**src/rtl/vga_scanout_pkg.sv**
```systemverilog
// Shared timing constants and pixel types for the 640x480 VGA scanout path.
// Latency: n/a (declarations only).
// Backpressure: n/a.
package vga_scanout_pkg;

    // Horizontal timing in pixel clocks.
    localparam int H_ACTIVE = 640;
    localparam int H_FP     = 16;
    localparam int H_SYNC   = 96;
    localparam int H_BP     = 48;
    localparam int H_TOTAL  = H_ACTIVE + H_FP + H_SYNC + H_BP;   // 800
    localparam int HS_START = H_ACTIVE + H_FP;                    // 656
    localparam int HS_END   = HS_START + H_SYNC;                  // 752

    // Vertical timing in lines.
    localparam int V_ACTIVE = 480;
    localparam int V_FP     = 10;
    localparam int V_SYNC   = 2;
    localparam int V_BP     = 33;
    localparam int V_TOTAL  = V_ACTIVE + V_FP + V_SYNC + V_BP;   // 525
    localparam int VS_START = V_ACTIVE + V_FP;                    // 490
    localparam int VS_END   = VS_START + V_SYNC;                  // 492

    // Lines actually backed by SRAM; lines below this show the border colour.
    localparam int FB_ROWS  = 400;

    localparam int CNT_W    = 10;
    localparam int ADDR_W   = 18;

    typedef logic [11:0] rgb_t;

    localparam rgb_t BORDER_RGB = 12'h000;

    // Colour bar k: each RGB channel fully on or off from one bit of k.
    function automatic rgb_t bar_rgb(input logic [2:0] k);
        return {{4{k[2]}}, {4{k[1]}}, {4{k[0]}}};
    endfunction

endpackage

```
**src/rtl/vga_timing_gen.sv**
```systemverilog
// Free-running VGA beam counters with raw fetch/visible/sync decode.
// Latency: decode is combinational from the counter flops (position of this cycle).
// Backpressure: none; counters advance every pixel clock.
// With SCANOUT_TEST_PATTERN_EN defined, also exports the colour-bar index.
module vga_timing_gen
    import vga_scanout_pkg::*;
#(
    parameter int P_H_ACTIVE = H_ACTIVE,
    parameter int P_H_FP     = H_FP,
    parameter int P_H_SYNC   = H_SYNC,
    parameter int P_H_BP     = H_BP,
    parameter int P_V_ACTIVE = V_ACTIVE,
    parameter int P_V_FP     = V_FP,
    parameter int P_V_SYNC   = V_SYNC,
    parameter int P_V_BP     = V_BP,
    parameter int P_FB_ROWS  = FB_ROWS
) (
    input  logic       I_CLK,
    input  logic       I_RST_N,
    output logic       o_fetch,
    output logic       o_visible,
    output logic       o_hs_n,
    output logic       o_vs_n,
    output logic       o_frame_end
`ifdef SCANOUT_TEST_PATTERN_EN
    ,
    output logic [2:0] o_bar
`endif
);

    localparam int HT = P_H_ACTIVE + P_H_FP + P_H_SYNC + P_H_BP;
    localparam int VT = P_V_ACTIVE + P_V_FP + P_V_SYNC + P_V_BP;

    localparam logic [CNT_W-1:0] H_LAST   = CNT_W'(HT - 1);
    localparam logic [CNT_W-1:0] V_LAST   = CNT_W'(VT - 1);
    localparam logic [CNT_W-1:0] H_ACT    = CNT_W'(P_H_ACTIVE);
    localparam logic [CNT_W-1:0] V_ACT    = CNT_W'(P_V_ACTIVE);
    localparam logic [CNT_W-1:0] FB_LINES = CNT_W'(P_FB_ROWS);
    localparam logic [CNT_W-1:0] HS_BEG   = CNT_W'(P_H_ACTIVE + P_H_FP);
    localparam logic [CNT_W-1:0] HS_FIN   = CNT_W'(P_H_ACTIVE + P_H_FP + P_H_SYNC);
    localparam logic [CNT_W-1:0] VS_BEG   = CNT_W'(P_V_ACTIVE + P_V_FP);
    localparam logic [CNT_W-1:0] VS_FIN   = CNT_W'(P_V_ACTIVE + P_V_FP + P_V_SYNC);

    logic [CNT_W-1:0] hcnt_q, hcnt_d;
    logic [CNT_W-1:0] vcnt_q, vcnt_d;

    // Next beam position: hcnt wraps at end of line, vcnt steps only on that wrap.
    always_comb begin
        hcnt_d = hcnt_q + 1'b1;
        vcnt_d = vcnt_q;
        if (hcnt_q == H_LAST) begin
            hcnt_d = '0;
            vcnt_d = (vcnt_q == V_LAST) ? '0 : vcnt_q + 1'b1;
        end
    end

    // Beam counter registers.
    always_ff @(posedge I_CLK or negedge I_RST_N) begin
        if (!I_RST_N) begin
            hcnt_q <= '0;
            vcnt_q <= '0;
        end else begin
            hcnt_q <= hcnt_d;
            vcnt_q <= vcnt_d;
        end
    end

    // Region and sync decode for the current position.
    always_comb begin
        o_fetch     = (hcnt_q < H_ACT) && (vcnt_q < FB_LINES);
        o_visible   = (hcnt_q < H_ACT) && (vcnt_q < V_ACT);
        o_hs_n      = !((hcnt_q >= HS_BEG) && (hcnt_q < HS_FIN));
        o_vs_n      = !((vcnt_q >= VS_BEG) && (vcnt_q < VS_FIN));
        o_frame_end = (hcnt_q == H_LAST) && (vcnt_q == V_LAST);
    end

`ifdef SCANOUT_TEST_PATTERN_EN
    localparam logic [CNT_W-1:0] BAR_W = CNT_W'(P_H_ACTIVE / 8);

    // Bar index is only meaningful inside the active width.
    always_comb begin
        o_bar = 3'(hcnt_q / BAR_W);
    end
`endif

endmodule

```
**src/rtl/vga_scanout.sv**
```systemverilog
// VGA framebuffer reader: SRAM address/strobe generation and 3-stage pixel/sync alignment.
// Latency: beam position -> READ/ADDR/VIDEO_ON +1 cycle, SRAM data +2, RGB/HS/VS +3.
// Backpressure: none; free-running at the pixel clock, SRAM must answer every cycle.
// Optional SCANOUT_TEST_PATTERN_EN adds I_TEST_MODE to replace fetched pixels with colour bars.
module vga_scanout
    import vga_scanout_pkg::*;
#(
    parameter int   P_H_ACTIVE   = H_ACTIVE,
    parameter int   P_H_FP       = H_FP,
    parameter int   P_H_SYNC     = H_SYNC,
    parameter int   P_H_BP       = H_BP,
    parameter int   P_V_ACTIVE   = V_ACTIVE,
    parameter int   P_V_FP       = V_FP,
    parameter int   P_V_SYNC     = V_SYNC,
    parameter int   P_V_BP       = V_BP,
    parameter int   P_FB_ROWS    = FB_ROWS,
    parameter rgb_t P_BORDER_RGB = BORDER_RGB
) (
    input  logic        I_CLK,
    input  logic        I_RST_N,
`ifdef SCANOUT_TEST_PATTERN_EN
    input  logic        I_TEST_MODE,
`endif
    input  logic [15:0] I_SRAM_DATA,
    output logic [17:0] O_SRAM_ADDR,
    output logic        O_SRAM_READ,
    output logic        O_VIDEO_ON,
    output logic [3:0]  O_VGA_R,
    output logic [3:0]  O_VGA_G,
    output logic [3:0]  O_VGA_B,
    output logic        O_VGA_HS,
    output logic        O_VGA_VS
);

    // Stage-0 decode straight from the beam counters.
    logic fetch0, vis0, hs0, vs0, frame_end0;

    // Stage 1: SRAM request (READ doubles as the fetch flag for the next stage).
    logic              sram_read_q, sram_read_d;
    logic [ADDR_W-1:0] sram_addr_q, sram_addr_d;
    logic [ADDR_W-1:0] addr_cnt_q,  addr_cnt_d;
    logic              vis1_q, hs1_q, vs1_q;

    // Stage 2: SRAM data is on I_SRAM_DATA during this stage.
    logic              fetch2_q, vis2_q, hs2_q, vs2_q;

    // Stage 3: DAC outputs.
    rgb_t              rgb_q, rgb_d;
    logic              hs_q, vs_q;

    // Upper nibble of the pixel word carries no colour.
    logic [3:0]        sram_hi_unused;
    assign sram_hi_unused = I_SRAM_DATA[15:12];

`ifdef SCANOUT_TEST_PATTERN_EN
    logic [2:0] bar0, bar1_q, bar2_q;
`endif

    vga_timing_gen #(
        .P_H_ACTIVE (P_H_ACTIVE),
        .P_H_FP     (P_H_FP),
        .P_H_SYNC   (P_H_SYNC),
        .P_H_BP     (P_H_BP),
        .P_V_ACTIVE (P_V_ACTIVE),
        .P_V_FP     (P_V_FP),
        .P_V_SYNC   (P_V_SYNC),
        .P_V_BP     (P_V_BP),
        .P_FB_ROWS  (P_FB_ROWS)
    ) u_timing (
        .I_CLK       (I_CLK),
        .I_RST_N     (I_RST_N),
        .o_fetch     (fetch0),
        .o_visible   (vis0),
        .o_hs_n      (hs0),
        .o_vs_n      (vs0),
        .o_frame_end (frame_end0)
`ifdef SCANOUT_TEST_PATTERN_EN
        ,
        .o_bar       (bar0)
`endif
    );

    // Running address: issue current count on each fetch, restart at end of frame.
    always_comb begin
        sram_read_d = fetch0;
        sram_addr_d = sram_addr_q;
        addr_cnt_d  = addr_cnt_q;
        if (fetch0) begin
            sram_addr_d = addr_cnt_q;
            addr_cnt_d  = addr_cnt_q + 1'b1;
        end
        if (frame_end0) begin
            addr_cnt_d = '0;
        end
    end

    // Colour select for the pixel whose SRAM word is arriving now.
    always_comb begin
        rgb_d = '0;
        if (fetch2_q) begin
            rgb_d = I_SRAM_DATA[11:0];
`ifdef SCANOUT_TEST_PATTERN_EN
            if (I_TEST_MODE) begin
                rgb_d = bar_rgb(bar2_q);
            end
`endif
        end else if (vis2_q) begin
            rgb_d = P_BORDER_RGB;
        end
    end

    // Request, alignment pipeline and output registers; syncs idle high in reset.
    always_ff @(posedge I_CLK or negedge I_RST_N) begin
        if (!I_RST_N) begin
            sram_read_q <= 1'b0;
            sram_addr_q <= '0;
            addr_cnt_q  <= '0;
            vis1_q      <= 1'b0;
            hs1_q       <= 1'b1;
            vs1_q       <= 1'b1;
            fetch2_q    <= 1'b0;
            vis2_q      <= 1'b0;
            hs2_q       <= 1'b1;
            vs2_q       <= 1'b1;
            rgb_q       <= '0;
            hs_q        <= 1'b1;
            vs_q        <= 1'b1;
`ifdef SCANOUT_TEST_PATTERN_EN
            bar1_q      <= '0;
            bar2_q      <= '0;
`endif
        end else begin
            sram_read_q <= sram_read_d;
            sram_addr_q <= sram_addr_d;
            addr_cnt_q  <= addr_cnt_d;
            vis1_q      <= vis0;
            hs1_q       <= hs0;
            vs1_q       <= vs0;
            fetch2_q    <= sram_read_q;
            vis2_q      <= vis1_q;
            hs2_q       <= hs1_q;
            vs2_q       <= vs1_q;
            rgb_q       <= rgb_d;
            hs_q        <= hs2_q;
            vs_q        <= vs2_q;
`ifdef SCANOUT_TEST_PATTERN_EN
            bar1_q      <= bar0;
            bar2_q      <= bar1_q;
`endif
        end
    end

    assign O_SRAM_ADDR = sram_addr_q;
    assign O_SRAM_READ = sram_read_q;
    assign O_VIDEO_ON  = sram_read_q;
    assign O_VGA_R     = rgb_q[11:8];
    assign O_VGA_G     = rgb_q[7:4];
    assign O_VGA_B     = rgb_q[3:0];
    assign O_VGA_HS    = hs_q;
    assign O_VGA_VS    = vs_q;

endmodule

```
**config.mk**
```make
export PLATFORM = sky130hd
export DESIGN_NAME = vga_scanout
export DESIGN_NICKNAME = d
export VERILOG_FILES = /design/src/rtl/vga_scanout_pkg.sv /design/src/rtl/vga_timing_gen.sv /design/src/rtl/vga_scanout.sv
export SDC_FILE = /design/constraint.sdc
export NUM_CORES = 1
export LEC_CHECK = 0
export BUFFER_PORTS_ARGS = -buffer_cell sky130_fd_sc_hd__buf_2
export CAP_MARGIN = 10
export CORE_ASPECT_RATIO = 1.5
export CORE_MARGIN = 10
export CORE_UTILIZATION = 25
export CTS_CLUSTER_DIAMETER = 60
export CTS_CLUSTER_SIZE = 40
export DETAILED_ROUTE_END_ITERATION = 8
export HOLD_SLACK_MARGIN = 0.06
export SYNTH_ARGS = -nofsm -noshare
export SYNTH_HDL_FRONTEND = slang
export SYNTH_SLANG_ARGS = --single-unit
```
**constraint.sdc**
```tcl
create_clock -name I_CLK -period 2.55 [get_ports I_CLK]
set_input_delay 0.1275 -clock I_CLK [delete_from_list [all_inputs] [get_ports I_CLK]]
set_output_delay 0.1275 -clock I_CLK [all_outputs]
set_load 0.005 [all_outputs]
```
==> results_dict.tcl, run 1 <==
set metrics [dict create \
    status "finished, final reports clean" \
    setup_viol 0 \
    synth.area.top_cells "dfrtp_1, mux2_2, dfstp_2" \
    ys_types 43 \
    worstPathRequired_ns 2.77 \
    dp_hpwl_mm 4.84 \
    cp.arrival_ns 2.38 \
    numCtsBuffers 9 \
    rsz0062_at_grt "false" \
    root_buffer "clkbuf_16" \
    drive_gt1_share_pct 29.7 \
    ys_seq_area_share_pct 57.5 \
    dr.first_iter.drc_count 103 \
    ios 52 \
    synth.top_cell.area_share_pct 52.8 \
    syn_to_final_growth_pct 26.5 \
    grt.overflow.total 0 \
    async_flop_share_pct 100 \
    wl_per_cell_um 13.6 \
    drv_cap 0 \
    dr.pass1.iters 4 \
    fmax_ghz 0.462 \
    die_area_mm2 0.0184 \
    ys_warn_count 0 \
    ir_drop_v 0.000273 \
    mappedNetlistNets 301 \
    ctsResizeCount 0 \
    period_minus_slack_ns 2.16 \
    netlist_area_mm2 0.00332 \
    die_h_um 161 \
    synth_seq_cells 76 \
    grt_use_total_pct 7.96 \
    synth_flop_cell "dfrtp_1" \
    core_mm2 0.0130 \
    synth.avg_cell_area_um2 11.9 \
    synthCells 278 \
    clock_latency_ns 0.34 \
    start_util_pct 25.5 \
    grt_pass1_vias 2409 \
    viasPerCell 4.60 \
    worst_pin_slew_ns 0.956 \
    start_kind "register" \
    antenna_found_initial 0 \
    endpoint_kind "register" \
    fin_worst_skew_ns 0.00739 \
    dieWidth_um 114 \
    final.setup.tns_ns 0 \
    grt_pass1_wl_mm 11.9 \
    drc_errors 0 \
    clkTransAtPathRegs_ns 0.06 \
    reg2reg_slack_ns 0.39 \
    cts_tree "built" \
    num_rows 51 \
    htree_levels 3 \
    synth_edf_count 0 \
    yosysTopAreaCell "dfrtp_1" \
    slew_violations 0 \
    port_buffers 47 \
    antenna_cells 0 \
    n_fill_cell 1317 \
    wl_mm 6.93 \
    synthTopCellsByCount "dfrtp_1, mux2_2, nor2_1" \
    powerDensity_mw_per_mm2 637 \
    period_share_pct 84.9 \
    ant_nets 0 \
    gp_congestion 0.795 \
    power_mw 2.67 \
    final_nets 368 \
    synth.most_common_cell "dfrtp_1" \
    min_path_type "reg -> reg" \
    hold_viol 0 \
    max-slew-margin-rel_pct 36.3 \
    cp_max_fo 7 \
    grt_max_degree 77 \
    p_leak_nw 1.88 \
    path_class "reg -> reg" \
    clock_path_buffers 2 \
    num_vias 2341 \
    cts_sinks 76 \
]
==> power breakdown <==
part | switching, mW | internal (mW)
Clock | 0.503 | 0.887
Combinational | 0.0341 | 0.0313
Sequential | 0.00185 | 1.22
==> critical path, cell delays in order (launching register included) <==
cell and delay, ns:
dfrtp_1 0.44, or3_4 0.43, or3_1 0.48, nor4b_4 0.40, buf_4 0.23, a21oi_1 0.05
==> layout by cell type (no fill, tap or decap), types with 2 or more instances in the layout <==
| master | n |
|---|---|
| nand4_1 | 10 |
| nor4b_1 | 2 |
| nor4_1 | 5 |
| o31ai_1 | 7 |
| nand2_1 | 10 |
| a21oi_1 | 10 |
| bufinv_16 | 2 |
| nor3_1 | 6 |
| dfrtp_1 | 70 |
| and4_1 | 3 |
| ha_1 | 5 |
| xnor2_1 | 14 |
| mux2i_1 | 2 |
| nor2_1 | 15 |
| dfstp_2 | 6 |
| or3_4 | 3 |
| o21ai_0 | 9 |
| nand3_1 | 14 |
| dlygate4sd3_1 | 13 |
| buf_2 | 46 |
| clkinvlp_4 | 2 |
| o21a_1 | 3 |
| inv_1 | 8 |
| and2_1 | 13 |
| clkbuf_16 | 9 |
| buf_4 | 8 |
| and3_1 | 5 |
| xor2_1 | 4 |
| or4_1 | 5 |
| mux2_2 | 18 |
| nor2b_1 | 2 |
| or3_1 | 4 |
==> metrics by stage <==
step	util, %	hold WS (ns)	instance area, um^2	setup slack [ns]	std cells
6_report	32.3	0.355	4200	0.386	509
5_1_grt	32.3	0.355	4200	0.255	509
4_1_cts	32.3	0.350	4200	0.379	509
3_5_place_dp	28.7	0.344	3740	0.400	480
3_3_place_gp	28.7	0.341	3740	0.411	480
2_1_floorplan	-	-0.168	3320	0.495	278
==> routing by layer <==
metal / wire length (um) / global-route usage (%) / vias up
li1: - / - / 1123
met1: 3000 / 8.87 / 1156
met2: 3360 / 12.8 / 47
met3: 392 / 2.93 / 15
met4: 182 / 4.40 / 0
met5: 0 / 0 / -
==> cell type report <==
cell class | count | area, um^2 | share of cell area (%)
Multi-Input combinational cell | 183 | 1310 | 31.3
Tap cell | 159 | 199 | 4.74
Clock inverter | 5 | 83.8 | 2.00
Clock buffer | 11 | 243 | 5.78
Timing Repair Buffer | 67 | 420 | 10.0
Inverter | 8 | 30.0 | 0.715
Sequential cell | 76 | 1910 | 45.5
==> cell families after synthesis <==
group                    synth area share (%)
AO/OA/AOI/OAI                            6.78
XOR/XNOR                                 4.75
adder cells (fa/ha/maj)                  1.88
buffers and inverters                    3.05
flip-flops                               57.5
multiplexers                             6.71
AND/OR/NAND/NOR                          19.3
==> state kept, by name, indices dropped and copies added (netlist names) <==
signal	cells
O_SRAM_ADDR	18
O_SRAM_READ	1
O_VGA_HS	1
O_VGA_VS	1
addr_cnt_q	18
fetch2_q	1
hs1_q	1
hs2_q	1
rgb_q	12
u_timing.hcnt_q	10
u_timing.vcnt_q	10
vs1_q	1
vs2_q	1
==> what timing repair did <==
item                                    4_1_cts  5_1_grt
hold endpoints to repair                     82        0
buffers inserted                              0        0
hold buffers                                 13        0
endpoints found under the setup margin        0        0
==> final timing paths <==
check | depth (start not counted) | start | to
setup reg to reg | 5 | u_timing.hcnt_q[5] | addr_cnt_q[16]
max in group asynchronous | 2 | I_RST_N | O_SRAM_ADDR[2]
setup / recovery | 5 | u_timing.hcnt_q[5] | addr_cnt_q[16]
hold / removal | 0 | hs2_q | O_VGA_HS
min in group asynchronous | 2 | I_RST_N | rgb_q[7]
hold reg to reg | 0 | hs2_q | O_VGA_HS
Note: power is estimated with default switching activity, not from simulation.
==> run 2: changes to the inputs <==
- clock period: 2.55 -> 2.04 ns (I/O delays scaled with it)
==> results_dict.tcl, run 2 (synthesis gave the netlist of run 1 again) <==
set metrics [dict create \
    status "finished, final reports clean" \
    dpl-instance-area_mm2 0.00388 \
    fin_ws_ns 0.0933 \
    start_kind "register" \
    drive_gt1_share_pct 33.5 \
    fmax_ghz 0.514 \
    hold_viol 0 \
    startpoint "addr_cnt_q[0]" \
    grt.overflow.total 0 \
    grt_pass1_wl_mm 12.3 \
    htree_levels 3 \
    clkTransAtPathRegs_ns 0.06 \
    cp_max_fo 10 \
    drc_errors 0 \
    dp_hpwl_mm 5.39 \
    ir_drop_v 0.000304 \
    p_leak_nw 1.97 \
    dp.cells 499 \
    final_cell_mix "dfrtp_1, buf_2, buf_4" \
    post-place-ws_ns 0.0671 \
    antenna_cells 0 \
    slew_violations 0 \
    core_mm2 0.0130 \
    wl_mm 7.34 \
    clock_path_buffers 2 \
    num_vias 2455 \
    setup_viol 0 \
    worst_pin_slew_ns 0.604 \
    numCtsBuffers 9 \
    period_share_pct 95.4 \
    ios 52 \
    viasPerCell 4.64 \
    layout_commonest_cell "dfrtp_1" \
    endpoint_kind "register" \
    wl_per_cell_um 13.9 \
    path_class "reg -> reg" \
    dieWidth_um 114 \
    gp_congestion 0.805 \
    final_cell_area_mm2 0.00433 \
    die_area_mm2 0.0184 \
    powerDensity_mw_per_mm2 740 \
    layout.cells.non_filler 529 \
    start_util_pct 25.5 \
    fin_worst_skew_ns 0.00454 \
    root_buffer "clkbuf_16" \
    timing.rr.start "addr_cnt_q[0]" \
    worstPathRequired_ns 2.30 \
    dr.first_iter.drc_count 105 \
    drv_cap 0 \
    die_h_um 161 \
    cts_sinks 76 \
    final_nets 388 \
    final-seq-area_mm2 0.00191 \
    clock_latency_ns 0.33 \
    antenna_found_initial 0 \
    cp.arrival_ns 2.21 \
    period_minus_slack_ns 1.95 \
    n_fill_cell 1339 \
    grt_use_total_pct 8.18 \
    max-slew-margin-rel_pct 59.7 \
    port_buffers 47 \
    power_mw 3.21 \
    min_path_type "in -> async" \
    grt_pass1_vias 2534 \
    ant_nets 0 \
    cts_tree "built" \
    final.setup.tns_ns 0 \
    syn_to_final_growth_pct 30.5 \
    multiInputGateArea_mm2 0.00131 \
    num_rows 51 \
    grt_max_degree 47 \
    dr.pass1.iters 4 \
]
==> run 2: cell count changes in the layout (fill, tap and decap cells not counted) <==
cell / change
clkbuf_8: +1
bufinv_16: -1
clkinv_2: +2
inv_6: -1
buf_4: +19
buf_6: +1
clkinvlp_4: -1
==> run 2: per-layer routing <==
metal  routed length (um)  track usage (%)  part of all wire, %  vias up
li1                     -                -                    -     1172
met1                 2870             8.47                   39     1224
met2                 3910             14.0                   53       50
met3                  406             2.82                  5.5        9
met4                  149             4.40                  2.0        0
met5                    0                0                    0        -
==> run 2: final cells by class <==
cell class	instances	share of cell area (%)
clock buffers	12	5.92
clock inverters	4	1.10
inverters	8	0.693
multi-input cells	183	30.3
flip-flops and latches	76	44.1
well taps	159	4.59
repair buffers	87	13.3
==> run 2: critical path, cell delays in order (launching register included) <==
cell and delay, ns:
dfrtp_1 0.40, ha_1 0.19, nand3b_1 0.14, or3_4 0.47, or4_1 0.52, a21oi_1 0.15
==> run 2: what timing repair did <==
item                                   4_1_cts  5_1_grt
hold buffers                                13        0
gates resized for setup                      0        1
buffers inserted                             0        1
endpoints found under the hold margin       50        0
setup endpoints to repair                    0        4
==> run 2: worst paths after layout <==
kind | end | slack (ns) | depth (start not counted)
worst max-delay path | addr_cnt_q[14] | 0.09 | 5
worst min-delay path | u_timing.hcnt_q[8] | 0.31 | 2
worst max register to register | addr_cnt_q[14] | 0.09 | 5
worst min register to register | O_VGA_HS | 0.36 | 0
max in group asynchronous | u_timing.hcnt_q[5] | 0.99 | 3
min in group I_CLK | O_VGA_HS | 0.36 | 0
==> run 2: power breakdown <==
part | switching (mW) | total, mW | internal [mW] | leakage [nW]
logic | 0.0441 | 0.0858 | 0.0417 | 0.856
registers | 0.00268 | 1.52 | 1.52 | 0.964
clock network | 0.588 | 1.60 | 1.01 | 0.149
==> run 2: per-stage QoR <==
stage	hold WS [ns]	util, %
global placement	0.146	29.8
CTS	0.347	33.2
global route	0.359	33.3
finish	0.312	33.3
floorplan	-0.194	-
detailed placement	0.164	29.8
==> run 3: changes to the inputs <==
- CORE_ASPECT_RATIO: 1.5 -> unset
==> results_dict.tcl, run 3 (synthesis gave the netlist of run 1 again) <==
set metrics [dict create \
    cts_tree "built" \
    cp.arrival_ns 2.24 \
    cts_sinks 76 \
    num_rows 42 \
    period_minus_slack_ns 1.98 \
    p_int_mw 2.82 \
    wl_per_cell_um 13.1 \
    ir_drop_v 0.000277 \
    ant_nets 0 \
    root_buffer "clkbuf_16" \
    syn_to_final_growth_pct 32.3 \
    reg2reg_depth 4 \
    grt_pass1_vias 2500 \
    slew_violations 0 \
    swShare_pct 18.2 \
    final_cell_area_mm2 0.00439 \
    layout.cells.non_filler 541 \
    drv_cap 0 \
    ios 52 \
    wl_mm 7.10 \
    final.setup.tns_ns 0 \
    dr.pass1.iters 4 \
    num_vias 2446 \
    grt.overflow.total 0 \
    whs_ns 0.282 \
    pwr-share-clk_pct 53.3 \
    final_cell_mix "dfrtp_1, buf_2, buf_4" \
    powerDensity_mw_per_mm2 787 \
    fin_worst_skew_ns 0.00803 \
    antenna_cells 0 \
    max-slew-margin-rel_pct 66.9 \
    status "finished, final reports clean" \
    final_nets 383 \
    grt_use_total_pct 7.99 \
    switchingPower_uw 630 \
    grt_max_degree 40 \
    final_util_pct 33.4 \
    antenna_found_initial 0 \
    dpl-instance-area_mm2 0.00388 \
    start_kind "register" \
    port_buffers 47 \
    p_leak_nw 1.97 \
    rsz0062_at_grt "true" \
    startpoint "u_timing.vcnt_q[5]" \
    grt_pass1_wl_mm 11.9 \
    dr.first_iter.drc_count 113 \
    cp_max_fo 11 \
    p_comb_share_pct 2.6 \
    viasPerCell 4.52 \
    setup_viol 0 \
    die_h_um 135 \
    dp_hpwl_mm 4.90 \
    die_area_mm2 0.0183 \
    dieWidth_um 135 \
    start_util_pct 25.3 \
    timing.rr.start "u_timing.vcnt_q[5]" \
    worstPathRequired_ns 2.30 \
    seq_power_share_pct 44.1 \
    path_class "reg -> reg" \
    gp_congestion 0.750 \
    htree_levels 3 \
    drive_gt1_share_pct 33.2 \
    reg2reg_slack_ns 0.06 \
    worst_pin_slew_ns 0.497 \
    numCtsBuffers 9 \
    fmax_ghz 0.505 \
    drc_errors 0 \
    crit_end "addr_cnt_q[13]" \
    layout_commonest_cell "dfrtp_1" \
    clock_path_buffers 2 \
    clock_latency_ns 0.34 \
    rr_endpoint "addr_cnt_q[13]" \
    clkTransAtPathRegs_ns 0.06 \
    hold_viol 0 \
    endpoint_kind "register" \
    min_path_type "in -> async" \
    period_share_pct 97.0 \
    core_mm2 0.0131 \
    dp.cells 509 \
]
[run 3: cell count changes in the layout (fill, tap and decap cells not counted), sizes merged]
| cell | before | now |
|---|---|---|
| bufinv | 1 | 3 |
| clkinvlp | 1 | 0 |
| or3 | 8 | 9 |
| clkinv | 2 | 1 |
| buf | 74 | 68 |
[run 3: power by group through the flow]
stage / sequential, mW / clock (mW) / combinational, mW
6_report: 1.52 / 1.84 / 0.0884
5_1_grt: 1.52 / 1.95 / 0.101
3_3_place_gp: 1.55 / 0 / 0.0711
3_5_place_dp: 1.55 / 0 / 0.0724
2_1_floorplan: 1.55 / 0 / 0.00802
4_1_cts: 1.52 / 1.88 / 0.0921
[run 3: cell type report]
type | instances | area [um^2]
sequential | 76 | 1910
inverter | 8 | 30.0
timing repair buffer | 81 | 551
tap | 176 | 220
multi-input combinational | 184 | 1330
clock buffer | 12 | 256
fill | 1315 | 8750
clock inverter | 4 | 95.1
[run 3: repair_timing]
action / in CTS / in global routing
gates resized for setup: 0 / 2
hold endpoints to repair: 49 / 0
buffers inserted: 0 / 2
endpoints found under the setup margin: 0 / 15
hold buffers: 13 / 0
[run 3: routing by layer]
metal	global-route usage [%]	routed length, um	part of all wire, %	up-vias
met1	8.75	2940	41	1200
met2	13.2	3480	49	55
li1	-	-	-	1170
met4	5.98	272	3.8	0
met5	0	0	0	-
met3	1.97	407	5.7	21
[run 3: worst min path at each step]
stage,startpoint,end,slack (ns),cells past startpoint
floorplan,I_RST_N,O_SRAM_ADDR[0],-0.19,0
global placement,I_RST_N,addr_cnt_q[17],0.11,1
detailed placement,I_RST_N,addr_cnt_q[8],0.11,1
CTS,I_RST_N,O_SRAM_ADDR[7],0.30,2
global route,I_RST_N,addr_cnt_q[4],0.33,2
finish,I_RST_N,addr_cnt_q[17],0.28,2
[run 3: metrics by stage]
step	setup slack (ns)	power, mW
after global routing	-0.0113	3.58
final	0.0605	3.45
after detailed placement	0.0716	1.62
after global placement	0.107	1.62
after floorplan	-0.00422	1.56
after CTS	0.0371	3.50
[run 3: worst max-delay path: stages (launching register included)]
cell and delay, ns:
dfrtp_1 0.40, o311a_4 0.41, or3_4 0.41, or4_1 0.53, a21oi_1 0.16
